`config.mk`:
```
export PLATFORM = sky130hd
export DESIGN_NAME = xvga_timing
export DESIGN_NICKNAME = d
export VERILOG_FILES = /design/src/rtl/xvga_pkg.sv /design/src/rtl/xvga_timing_sync_delay.sv /design/src/rtl/xvga_timing.sv
export SDC_FILE = /design/constraint.sdc
export NUM_CORES = 1
export LEC_CHECK = 0
export BUFFER_PORTS_ARGS = -buffer_cell sky130_fd_sc_hd__buf_4
export CAP_MARGIN = 20
export CORE_AREA = 2 2 57 86
export DETAILED_ROUTE_END_ITERATION = 8
export DIE_AREA = 0 0 59 88
export GPL_TIMING_DRIVEN = 0
export PLACE_DENSITY_LB_ADDON = 0.1
export REMOVE_ABC_BUFFERS = 1
export SYNTH_ARGS = -nofsm -noshare
export SYNTH_HDL_FRONTEND = slang
export SYNTH_SLANG_ARGS = --single-unit
export TNS_END_PERCENT = 5
```
`constraint.sdc`:
```
create_clock -name vclock -period 4 [get_ports vclock]
set_clock_uncertainty 0.05 [all_clocks]
set_input_delay 0 -clock vclock [delete_from_list [all_inputs] [get_ports vclock]]
set_output_delay 0 -clock vclock [all_outputs]
set_load 0.02 [all_outputs]
```
`src/rtl/xvga_pkg.sv`:
```
// XVGA 1024x768 @ 60 Hz raster constants and the sync/blank decode shared by the timing generator.
package xvga_pkg;

    localparam int H_ACTIVE = 1024;
    localparam int H_FP     = 24;
    localparam int H_SYNC   = 136;
    localparam int H_BP     = 160;
    localparam int H_TOTAL  = H_ACTIVE + H_FP + H_SYNC + H_BP;   // 1344

    localparam int V_ACTIVE = 768;
    localparam int V_FP     = 3;
    localparam int V_SYNC   = 6;
    localparam int V_BP     = 29;
    localparam int V_TOTAL  = V_ACTIVE + V_FP + V_SYNC + V_BP;   // 806

    localparam logic [10:0] H_BLANK_START = 11'(H_ACTIVE);
    localparam logic [10:0] H_SYNC_START  = 11'(H_ACTIVE + H_FP);
    localparam logic [10:0] H_SYNC_END    = 11'(H_ACTIVE + H_FP + H_SYNC - 1);
    localparam logic [10:0] H_LAST        = 11'(H_TOTAL - 1);

    localparam logic [9:0]  V_BLANK_START = 10'(V_ACTIVE);
    localparam logic [9:0]  V_SYNC_START  = 10'(V_ACTIVE + V_FP);
    localparam logic [9:0]  V_SYNC_END    = 10'(V_ACTIVE + V_FP + V_SYNC - 1);
    localparam logic [9:0]  V_LAST        = 10'(V_TOTAL - 1);

    // Field order fixes the bit layout carried through the delay line.
    typedef struct packed {
        logic hsync;
        logic vsync;
        logic blank;
    } sync_t;

    localparam sync_t SYNC_IDLE = '{hsync: 1'b1, vsync: 1'b1, blank: 1'b1};

    function automatic sync_t decode(input logic [10:0] h, input logic [9:0] v);
        sync_t s;
        s.hsync = !((h >= H_SYNC_START) && (h <= H_SYNC_END));
        s.vsync = !((v >= V_SYNC_START) && (v <= V_SYNC_END));
        s.blank = (h >= H_BLANK_START) || (v >= V_BLANK_START);
        return s;
    endfunction

endpackage

```
`src/rtl/xvga_timing_sync_delay.sv`:
```
// Fixed-depth shift register for the {hsync, vsync, blank} triple; flushes to idle on reset.
module sync_delay
    import xvga_pkg::*;
#(
    parameter int DEPTH = 2
) (
    input  logic       clk,
    input  logic       rst,
    input  logic       en,
    input  logic [2:0] din,
    output logic [2:0] dout
);

    generate
        if (DEPTH == 0) begin : g_bypass
            logic unused_bypass;
            assign unused_bypass = &{1'b0, clk, rst, en};
            assign dout = din;
        end else begin : g_shift
            logic [2:0] stages [DEPTH];

            // NOTE: every stage is reset so the monitor sees idle sync levels, not stale raster state.
            always_ff @(posedge clk or posedge rst) begin
                if (rst) begin
                    for (int i = 0; i < DEPTH; i++) stages[i] <= SYNC_IDLE;
                end else if (en) begin
                    stages[0] <= din;
                    for (int i = 1; i < DEPTH; i++) stages[i] <= stages[i-1];
                end
            end

            assign dout = stages[DEPTH-1];
        end
    endgenerate

endmodule

```
`src/rtl/xvga_timing.sv`:
```
// XVGA raster counter with next-state decoded sync/blank, delayed sync copies and a frame counter.
module xvga_timing
    import xvga_pkg::*;
#(
    parameter int DELAY      = 2,
    parameter int FRAME_BITS = 8
) (
    input  logic                  vclock,
    input  logic                  reset,
    output logic [10:0]           hcount,
    output logic [9:0]            vcount,
    output logic                  hsync,
    output logic                  vsync,
    output logic                  blank,
    output logic                  hsync_d,
    output logic                  vsync_d,
    output logic                  blank_d,
    output logic                  frame_start,
    output logic [FRAME_BITS-1:0] frame_count
);

    logic        running;
    logic [10:0] h_cnt, h_next;
    logic [9:0]  v_cnt, v_next;
    sync_t       sync_q, sync_next, sync_dly;
    logic [2:0]  delayed;

    // The first edge after reset holds (0,0) so frame 0 starts with a visible frame_start.
    // NOTE: every variable gets a default first so no path leaves a latch.
    always_comb begin
        h_next = h_cnt;
        v_next = v_cnt;
        if (running) begin
            if (h_cnt == H_LAST) begin
                h_next = '0;
                v_next = (v_cnt == V_LAST) ? '0 : v_cnt + 10'd1;
            end else begin
                h_next = h_cnt + 11'd1;
            end
        end
        sync_next = decode(h_next, v_next);
    end

    // NOTE: sequential state uses non-blocking assignments so all registers update together.
    always_ff @(posedge vclock or posedge reset) begin
        if (reset) begin
            running     <= 1'b0;
            h_cnt       <= '0;
            v_cnt       <= '0;
            sync_q      <= '{hsync: 1'b1, vsync: 1'b1, blank: 1'b0};
            frame_start <= 1'b0;
            frame_count <= '0;
        end else begin
            running     <= 1'b1;
            h_cnt       <= h_next;
            v_cnt       <= v_next;
            sync_q      <= sync_next;
            frame_start <= (h_next == '0) && (v_next == '0);
            if ((h_next == '0) && (v_next == '0))
                frame_count <= frame_count + FRAME_BITS'(1);
        end
    end

    // Shifting is held off on the hold edge so the first DELAY cycles read idle.
    sync_delay #(.DEPTH(DELAY)) u_sync_delay (
        .clk  (vclock),
        .rst  (reset),
        .en   (running),
        .din  (sync_q),
        .dout (delayed)
    );

    assign sync_dly = sync_t'(delayed);
    assign hcount   = h_cnt;
    assign vcount   = v_cnt;
    assign hsync    = sync_q.hsync;
    assign vsync    = sync_q.vsync;
    assign blank    = sync_q.blank;
    assign hsync_d  = sync_dly.hsync;
    assign vsync_d  = sync_dly.vsync;
    assign blank_d  = sync_dly.blank;

endmodule

```
==> impl_results.md, run 1 <==
- Biggest area consumer among synthesized cells: dfrtp_1
- Total grt overflow: 0
- Initial Util: 52.5%
- Remaining DRCs: 0
- Register area share after synthesis: 43.5%
- Antenna diode count: 0
- First-pass GRT wire length: 8340 µm
- Post-DP HPWL: 3530 µm
- Clk_lat worst skew: 0.29 ns
- Critical R2R Launch: hcount[0]
- Post-Syn Area: 2330 µm²
- Pre-Repair DR Iteration Count: 4
- Max-slew violation count: 0
- Multi-input gate area: 1170 µm²
- Routability Congestion: 0.881
- Initial antenna violation count: 0
- Layout cells sized above 1: 24.8%
- Tightest Hold Check Type: input port to asynchronous set/reset pin
- Setup violators final: 0
- Setup TNS: 0 ns
- Clk slew on worst S/H paths: 0.08 ns
- Core area: 4430 µm²
- Post-synth EDFFs: 0
- Area grow syn2layout: 14.5%
- Width of the die: 59 µm
- Clock buffer depth: 2
- Crit end category: flip-flop
- CTS sink cnt: 40
- Prevailing post-synth register cell: dfrtp_1
- Clock Root Buffer: clkbuf_8
- YS warnings: 0
- Gr usage total: 21.0%
- Largest net degree at the start of global routing: 41
- Relative max-transition margin: 43.9%
- Distinct cells, synth: 59
- Tmin final: 3.45 ns
- Crit path max fanout: 12
- WL/cell: 16.0 µm
- Routed wire length: 5020 µm
- Synth area leaders: dfrtp_1 34%, dfstp_2 9.0%, xnor2_1 7.2%
- Startpoint class of the critical path: flip-flop
- FF+latch area: 1010 µm²
- Layout Nets: 271
- Non-Filler Instances: 314
- Fmax: 290 MHz
- Vias: 1862
- DRT iter0 DRCs: 66
- Cell area power density: 463 nW/µm²
- Ports: 38
- Measured slew at the worst slew-check pin: 0.841 ns
- H-tree depth: 2
- CTS buffer count: 5
- # rows: 30
- Commonest cells in the synthesized netlist: 32 x dfrtp_1, 19 x xnor2_1, 18 x nand2_1
- Inst Count DP: 305
- Async SR Flop Fraction: 100%
- Reg2reg setup slack: 0.55 ns
- #FFs+latches synth: 40
- Vias per cell: 5.93
- Max Cap Viol: 0
- Mean post-synth cell area: 9.86 µm²
- Cells after Synth: 236
- Critical Path RT: 4.14 ns
- Buffers added on ports: 37
- Reg2reg path depth: 8
- Most common cell in the netlist: dfrtp_1
- Die area: 5190 µm²
- Die H: 88 µm
- RSZ-0062 raised after global routing: no
- Setup CP Type: flip-flop to flip-flop
- # fillers: 409
- VDD IR max: 0.321 mV
- Final Cycle Share: 86.3%
- WHS: 0.396 ns
- Status: finished, final reports clean
- Arr. time, crit path: 3.59 ns
- Yosys top cell area share: 34.4%
- CTS tree: built
- Fin. Hold Viols: 0
- LEAKAGE: 0.00116 µW
- RR Endpoint: frame_count[1]
- Routed Antenna Nets: 0
- Vias in the first global route: 1736
-- placed cells by master, fill, tap and decap left out, drive strengths merged, types with 4 or more instances in the layout --
cell | netlist | routed
nand4 | 10 | 10
and3 | 7 | 7
nand3 | 11 | 11
o21ai | 9 | 9
nor2 | 14 | 14
dfrtp | 32 | 32
xnor2 | 19 | 19
dfstp | 8 | 8
ha | 4 | 4
buf | 12 | 37
a21oi | 7 | 7
nor3 | 8 | 8
clkbuf | 4 | 6
inv | 12 | 12
mux2 | 9 | 9
nor4 | 5 | 5
nand2 | 19 | 19
-- layer usage --
metal	GRT usage [%]	wire length, µm	vias up
met1	26.1	2150	907
met5	0	0	-
met3	4.14	171	7
li1	-	-	908
met2	35.7	2600	40
met4	7.44	102	0
-- layout make-up --
type	count	share of cell area, %
tap	48	2.25
clock inverter	2	0.470
clock buffer	6	2.72
sequential	40	38.0
multi-input combinational	168	44.0
inverter	12	1.78
timing repair buffer	38	10.8
-- how the worst max path moves through the flow --
stage	to	start	slack (ns)	cells past startpoint
3_5_place_dp	frame_count[1]	running	0.54	7
2_1_floorplan	frame_count[1]	hcount[0]	1.10	8
3_3_place_gp	frame_count[1]	running	0.63	7
5_1_grt	frame_count[1]	hcount[0]	0.31	8
6_report	frame_count[1]	hcount[0]	0.55	8
4_1_cts	frame_count[1]	running	0.53	7
-- critical path: stages, from the launching register on --
cell,delay (ns)
dfrtp_1,0.50
ha_1,0.32
and3_1,0.26
nand4_1,0.46
a2111oi_0,0.56
o2bb2ai_1,0.24
nor4_4,0.54
nand2_4,0.11
mux2_4,0.31
-- flip-flops by register name, summed over array words and instances, names as in the netlist --
register and count:
hcount 11, vcount 10, frame_count 8, u_sync_delay.dout 3, u_sync_delay.g_shift.stages 3, blank 1, frame_start 1, hsync 1
running 1, vsync 1
-- power by group --
part | switching, µW | internal (µW) | leakage [µW]
Clock | 146 | 122 | 0.0000412
Combinational | 199 | 187 | 0.000604
Sequential | 118 | 461 | 0.000510
Total | 463 | 770 | 0.00116
-- cells by family (layout without fill, tap and decap cells) --
| kind of cell | Yosys count | in the layout | share of synthesized area (%) |
|---|---|---|---|
| mux | 11 | 11 | 5.38 |
| compound gates | 39 | 39 | 11.9 |
| xor+xnor | 21 | 21 | 7.91 |
| simple gates | 92 | 92 | 22.9 |
| fa+ha+maj | 4 | 4 | 2.15 |
| other cells | 1 | 1 | 0.161 |
| buf+inv | 28 | 58 | 6.13 |
| flops | 40 | 40 | 43.5 |
-- per-stage QoR --
step / total power [µW] / worst slack (ns) / utilization [%] / instance area (µm²)
global route: 1310 / 0.307 / 60.1 / 2660
floorplan: 822 / 1.10 / - / 2230
detailed placement: 972 / 0.544 / 58.0 / 2570
CTS: 1240 / 0.530 / 60.1 / 2660
finish: 1230 / 0.549 / 60.1 / 2660
global placement: 964 / 0.631 / 58.0 / 2570
-- what timing repair did --
| item | 4_1_cts | 5_1_grt |
|---|---|---|
| buffers inserted | 0 | 0 |
| resized for setup | 0 | 0 |
| hold endpoints to repair | 32 | 0 |
| hold buffers | 1 | 0 |
No activity file was read; power rests on OpenSTA's default activity.
==> inputs of run 2 (changes only) <==
Settings changed: MAX_ROUTING_LAYER from default to met4.
==> run 2 against run 1 <==
Effect of this change:
- die area is the same
- sequential share of layout area unchanged
- fmax fell by 0.10%
- wire length fell by 0.88%
- combinational power hardly changed
- via count shrank 0.43%
- largest cell class unchanged
- worst setup slack got worse by 0.0035 ns
- sequential power barely moved
- core utilization unchanged
- final cell count stayed put
==> impl_results.md, run 2 (synthesis results as in run 1) <==
- Status: finished, final reports clean
- Vias per cell: 5.90 (-0.43%)
- Buffers added on ports: 37 (unchanged)
- Setup violators final: 0 (unchanged)
- Util after Layout: 60.1% (unchanged)
- Cells along the critical path: and3_1, nand4_1, a2111oi_0, o2bb2ai_1, nor4_4, nand2_4, mux2_4
- Routability Congestion: 0.895 (+1.7%)
- Startpoint class of the critical path: flip-flop
- CP max stage delay: 0.76 ns (+0.20 ns)
- Width of the die: 59 µm (unchanged)
- Crit end category: flip-flop
- Cell area power density: 463 nW/µm² (+0.11%)
- Layout cells sized above 1: 24.8% (unchanged)
- Largest net degree at the start of global routing: 41 (unchanged)
- Max-slew violation count: 0 (unchanged)
- GR Util met3: 3.99% (-0.15 points)
- Relative max-transition margin: 44.5% (+0.65 points)
- Initial antenna violation count: 0 (unchanged)
- Max Cap Viol: 0 (unchanged)
- Fmax: 290 MHz (-0.10%)
- Post-CTS Resized: 0 (unchanged)
- Core area: 4430 µm² (unchanged)
- Routed wire length: 4980 µm (-0.88%)
- Ports: 38 (unchanged)
- Pre-Repair DR Iteration Count: 4 (unchanged)
- Clock Root Buffer: clkbuf_8
- Layout Nets: 271 (unchanged)
- M2 GR Usage: 35.5% (-0.20 points)
- Clk_lat worst skew: 0.29 ns (about the same)
- DRT iter0 DRCs: 64 (-3.0%)
- Remaining DRCs: 0 (unchanged)
- Worst path bufs/invs: 0 (unchanged)
- Vias: 1854 (-0.43%)
- Commonest non-fill, non-tap cell in the layout: buf_4
- Clock buffer depth: 2 (unchanged)
- Area grow syn2layout: 14.5% (unchanged)
- Die area: 5190 µm² (unchanged)
- CTS sink cnt: 40 (unchanged)
- Final Cycle Share: 86.4% (+0.086 points)
- Vias in the first global route: 1727 (-0.52%)
- Fin. Hold Viols: 0 (unchanged)
- Die H: 88 µm (unchanged)
- Most frequent cells in the layout: 37 x buf_4, 32 x dfrtp_1, 19 x xnor2_1
- Largest register FFs: 11 (unchanged)
- Critical Path RT: 4.14 ns (about the same)
- Antenna diode count: 0 (unchanged)
- Initial Util: 52.5% (unchanged)
- Placed standard-cell area: 2570 µm² (unchanged)
- Setup TNS: 0 ns (unchanged)
- Crit-path slowest cell: dfrtp_1
- RSZ-0062 raised after global routing: no
- H-tree depth: 2 (unchanged)
- WL/cell: 15.9 µm (-0.88%)
- Arr. time, crit path: 3.59 ns (about the same)
- GRT busiest layer: met2
- Final instance area: 2660 µm² (unchanged)
- Measured slew at the worst slew-check pin: 0.831 ns (-0.00977 ns)
- Tmin final: 3.45 ns (+0.00346 ns)
- Gr usage total: 21.6% (+0.64 points)
- Post-DP HPWL: 3530 µm (unchanged)
- Crit-path leading delay family: simple AND/OR/NAND/NOR gates
- Tightest Hold Check Type: input port to asynchronous set/reset pin
- Setup CP Type: flip-flop to flip-flop
- Total grt overflow: 0 (unchanged)
- CTS tree: built
- CTS buffer count: 5 (unchanged)
- First-pass GRT wire length: 8320 µm (-0.17%)
- Clk slew on worst S/H paths: 0.08 ns (about the same)
- Routed Antenna Nets: 0 (unchanged)
- # rows: 30 (unchanged)
- Crit path max fanout: 19 (+7)
- VDD IR max: 0.321 mV (+0.15%)
- LEAKAGE: 0.00116 µW (unchanged)
- Met1 Usage GRT: 26.4% (+0.28 points)
run 2: routing by layer:
metal  part of all wire, %  up-vias
li1                      -      909
met1                    43      904
met2                    52       34
met3                   3.0        7
met4                   2.0        0
met5                     0        -
run 2: worst min-delay path, stage by stage:
cell and delay (ns):
dlygate4sd3_1 0.54, buf_4 0.13, inv_2 0.60
run 2: power by group:
group	internal [µW]	leakage, µW	switching (µW)
clock network	122	0.0000412	146
logic	187	0.000604	200
registers	461	0.000510	118
total	770	0.00116	464
run 2: final timing paths:
check / start / cells after the start / to / slack, ns
max: running / 7 / frame_count[1] / 0.55
min: reset / 3 / frame_count[1] / 0.39
max reg2reg: running / 7 / frame_count[1] / 0.55
min reg2reg: frame_count[7] / 1 / frame_count[7] / 0.43
max in group asynchronous: reset / 3 / hcount[1] / 2.99
min in group vclock: frame_count[7] / 1 / frame_count[7] / 0.43
run 2: per-stage QoR:
stage / hold WS (ns) / total power (µW) / worst slack [ns] / cells
after detailed placement: 0.177 / 972 / 0.544 / 305
final: 0.392 / 1230 / 0.546 / 314
after global placement: 0.391 / 964 / 0.631 / 305
after CTS: 0.407 / 1240 / 0.530 / 314
after floorplan: 0.162 / 822 / 1.10 / 220
after global routing: 0.457 / 1310 / 0.304 / 314
run 2: area by class of cell:
type	instances	area, µm²
fillers	409	1770
multi-input cells	168	1170
flip-flops and latches	40	1010
repair buffers	38	288
clock buffers	6	72.6
clock inverters	2	12.5
well taps	48	60.1
inverters	12	47.5
run 2: repair_timing:
| item | in CTS | in global routing |
|---|---|---|
| hold buffers | 1 | 0 |
| setup buffers | 0 | 0 |
| endpoints found under the hold margin | 32 | 0 |
==> inputs of run 3 (changes only) <==
Settings changed: ABC_CLOCK_PERIOD_IN_PS from default to 4000, PLACE_DENSITY from default to 0.84, PLACE_DENSITY_LB_ADDON 0.1 to default.
==> run 3 against run 2 <==
Effect of this change:
- critical path depth stayed put
- die area is the same
- worst setup slack better by 0.046 ns
- combinational power about the same
- final area up 1.4%
- sequential share of layout area decreased by 0.51 points
- total power rose by 6.5%
- core utilization grew 0.82 points
- sequential power barely moved
- fmax grew 1.3%
- critical endpoint unchanged
==> impl_results.md, run 3 (synthesis results as in run 1) <==
- Status: finished, final reports clean
- Max Cap Viol: 0 (unchanged)
- Antenna diode count: 0 (unchanged)
- Fin. Hold Viols: 0 (unchanged)
- # rows: 30 (unchanged)
- Tmin final: 3.41 ns (-0.0459 ns)
- Routed Antenna Nets: 0 (unchanged)
- Buffers added on ports: 37 (unchanged)
- Crit end category: flip-flop
- Final instance area: 2700 µm² (+1.4%)
- Most frequent cells in the layout: 37 x buf_4, 32 x dfrtp_1, 19 x xnor2_1
- Cell area power density: 487 nW/µm² (+5.0%)
- CTS buffer count: 5 (unchanged)
- Ports: 38 (unchanged)
- Die H: 88 µm (unchanged)
- Fmax: 293 MHz (+1.3%)
- Relative max-transition margin: 46.3% (+1.8 points)
- Layout cells sized above 1: 25.2% (+0.38 points)
- Critical R2R Launch: running
- Non-Filler Instances: 314 (unchanged)
- Routed wire length: 5020 µm (+0.90%)
- Critical Path RT: 4.14 ns (about the same)
- VDD IR max: 0.401 mV (+25%)
- Final Cycle Share: 85.2% (-1.1 points)
- Clock buffer depth: 2 (unchanged)
- Routability Congestion: 0.918 (+2.5%)
- Clk_lat worst skew: 0.30 ns (about the same)
- Post-DP HPWL: 3510 µm (-0.33%)
- Clk slew on worst S/H paths: 0.08 ns (about the same)
- Layout Nets: 271 (unchanged)
- Cells along the critical path: and3_1, nand4_1, a2111oi_0, o2bb2ai_1, nor4_4, nand2_4, mux2_4
- Vias in the first global route: 1811 (+4.9%)
- Crit-path slowest cell: dfrtp_1
- Crit path max fanout: 19 (unchanged)
- Inst Count DP: 305 (unchanged)
- Core area: 4430 µm² (unchanged)
- DRT iter0 DRCs: 79 (+23%)
- First-pass GRT wire length: 8520 µm (+2.4%)
- Arr. time, crit path: 3.55 ns (-0.04 ns)
- CP max stage delay: 0.76 ns (about the same)
- Pre-Repair DR Iteration Count: 4 (unchanged)
- Remaining DRCs: 0 (unchanged)
- Clock Root Buffer: clkbuf_8
- CTS sink cnt: 40 (unchanged)
- RSZ-0062 raised after global routing: no
- Setup violators final: 0 (unchanged)
- # fillers: 386 (-5.6%)
- Hold buffers post-CTS: 1 (unchanged)
- Initial antenna violation count: 0 (unchanged)
- Post-CTS Resized: 0 (unchanged)
- CTS tree: built
- Startpoint class of the critical path: flip-flop
- Total grt overflow: 0 (unchanged)
- Commonest non-fill, non-tap cell in the layout: buf_4
- Initial Util: 52.5% (unchanged)
- Largest net degree at the start of global routing: 41 (unchanged)
- Setup CP Type: flip-flop to flip-flop
- Source of the critical timing path: running
- Setup TNS: 0 ns (unchanged)
- Area grow syn2layout: 16.1%
- Gr usage total: 22.0% (+0.43 points)
- Placed standard-cell area: 2570 µm² (unchanged)
- Vias: 1939 (+4.6%)
- LEAKAGE: 0.00118 µW (+1.7%)
- Die area: 5190 µm² (unchanged)
- Max-slew violation count: 0 (unchanged)
- WL/cell: 16.0 µm (+0.90%)
- Tightest Hold Check Type: input port to asynchronous set/reset pin
- Measured slew at the worst slew-check pin: 0.804 ns (-0.0272 ns)
- Vias per cell: 6.18 (+4.6%)
- Width of the die: 59 µm (unchanged)
- Largest register FFs: 11 (unchanged)
- H-tree depth: 2 (unchanged)
- Post-CTS setup buffer count: 0 (unchanged)
==> run 3: changes by cell type in the layout (fill, tap and decap cells not counted), sizes merged <==
cell and change:
bufinv +1, clkinvlp -1
==> run 3: where the power goes <==
part / internal [µW] / switching [µW] / total, µW
sequential: 461 / 117 / 578
clock: 204 / 146 / 350
combinational: 187 / 198 / 385
total: 853 / 461 / 1310
==> run 3: final timing paths <==
path	depth (start not counted)	endpoint	slack (ns)
worst min-delay path	3	frame_count[3]	0.36
min in group vclock	1	frame_count[7]	0.42
worst min register to register	1	frame_count[7]	0.42
worst max register to register	7	frame_count[1]	0.59
worst max-delay path	7	frame_count[1]	0.59
max in group asynchronous	3	hcount[9]	3.03
==> run 3: layer usage <==
metal	GRT usage [%]	wire length (µm)	vias to the layer above	share of wire (%)
met2	34.6	2560	72	51
li1	-	-	904	-
met3	3.40	287	14	5.7
met5	-	0	-	0
met4	11.0	145	0	2.9
met1	27.2	2030	949	40
==> run 3: worst max-delay path, delay by kind of cell (launching register included) <==
family             cells  cell delay (ns)
and+or+nand+nor        4             1.47
DFF                    1             0.76
AOI/OAI and AO/OA      2             0.71
muxes                  1             0.31
==> run 3: area by class of cell <==
class,instances,area (µm²),share of cell area (%)
multi-input combinational,168,1170,43.4
sequential,40,1010,37.4
timing repair buffer,38,288,10.7
clock buffer,6,82.6,3.06
tap,48,60.1,2.22
inverter,12,47.5,1.76
clock inverter,2,38.8,1.44
==> run 3: metrics by stage <==
step | setup slack, ns | power, µW | utilization, % | hold WS, ns
finish | 0.592 | 1310 | 61.0 | 0.360
global route | 0.319 | 1390 | 61.0 | 0.441
CTS | 0.615 | 1320 | 61.0 | 0.405
detailed placement | 0.628 | 971 | 58.0 | 0.165
global placement | 0.703 | 959 | 58.0 | 0.392
floorplan | 1.10 | 822 | - | 0.162
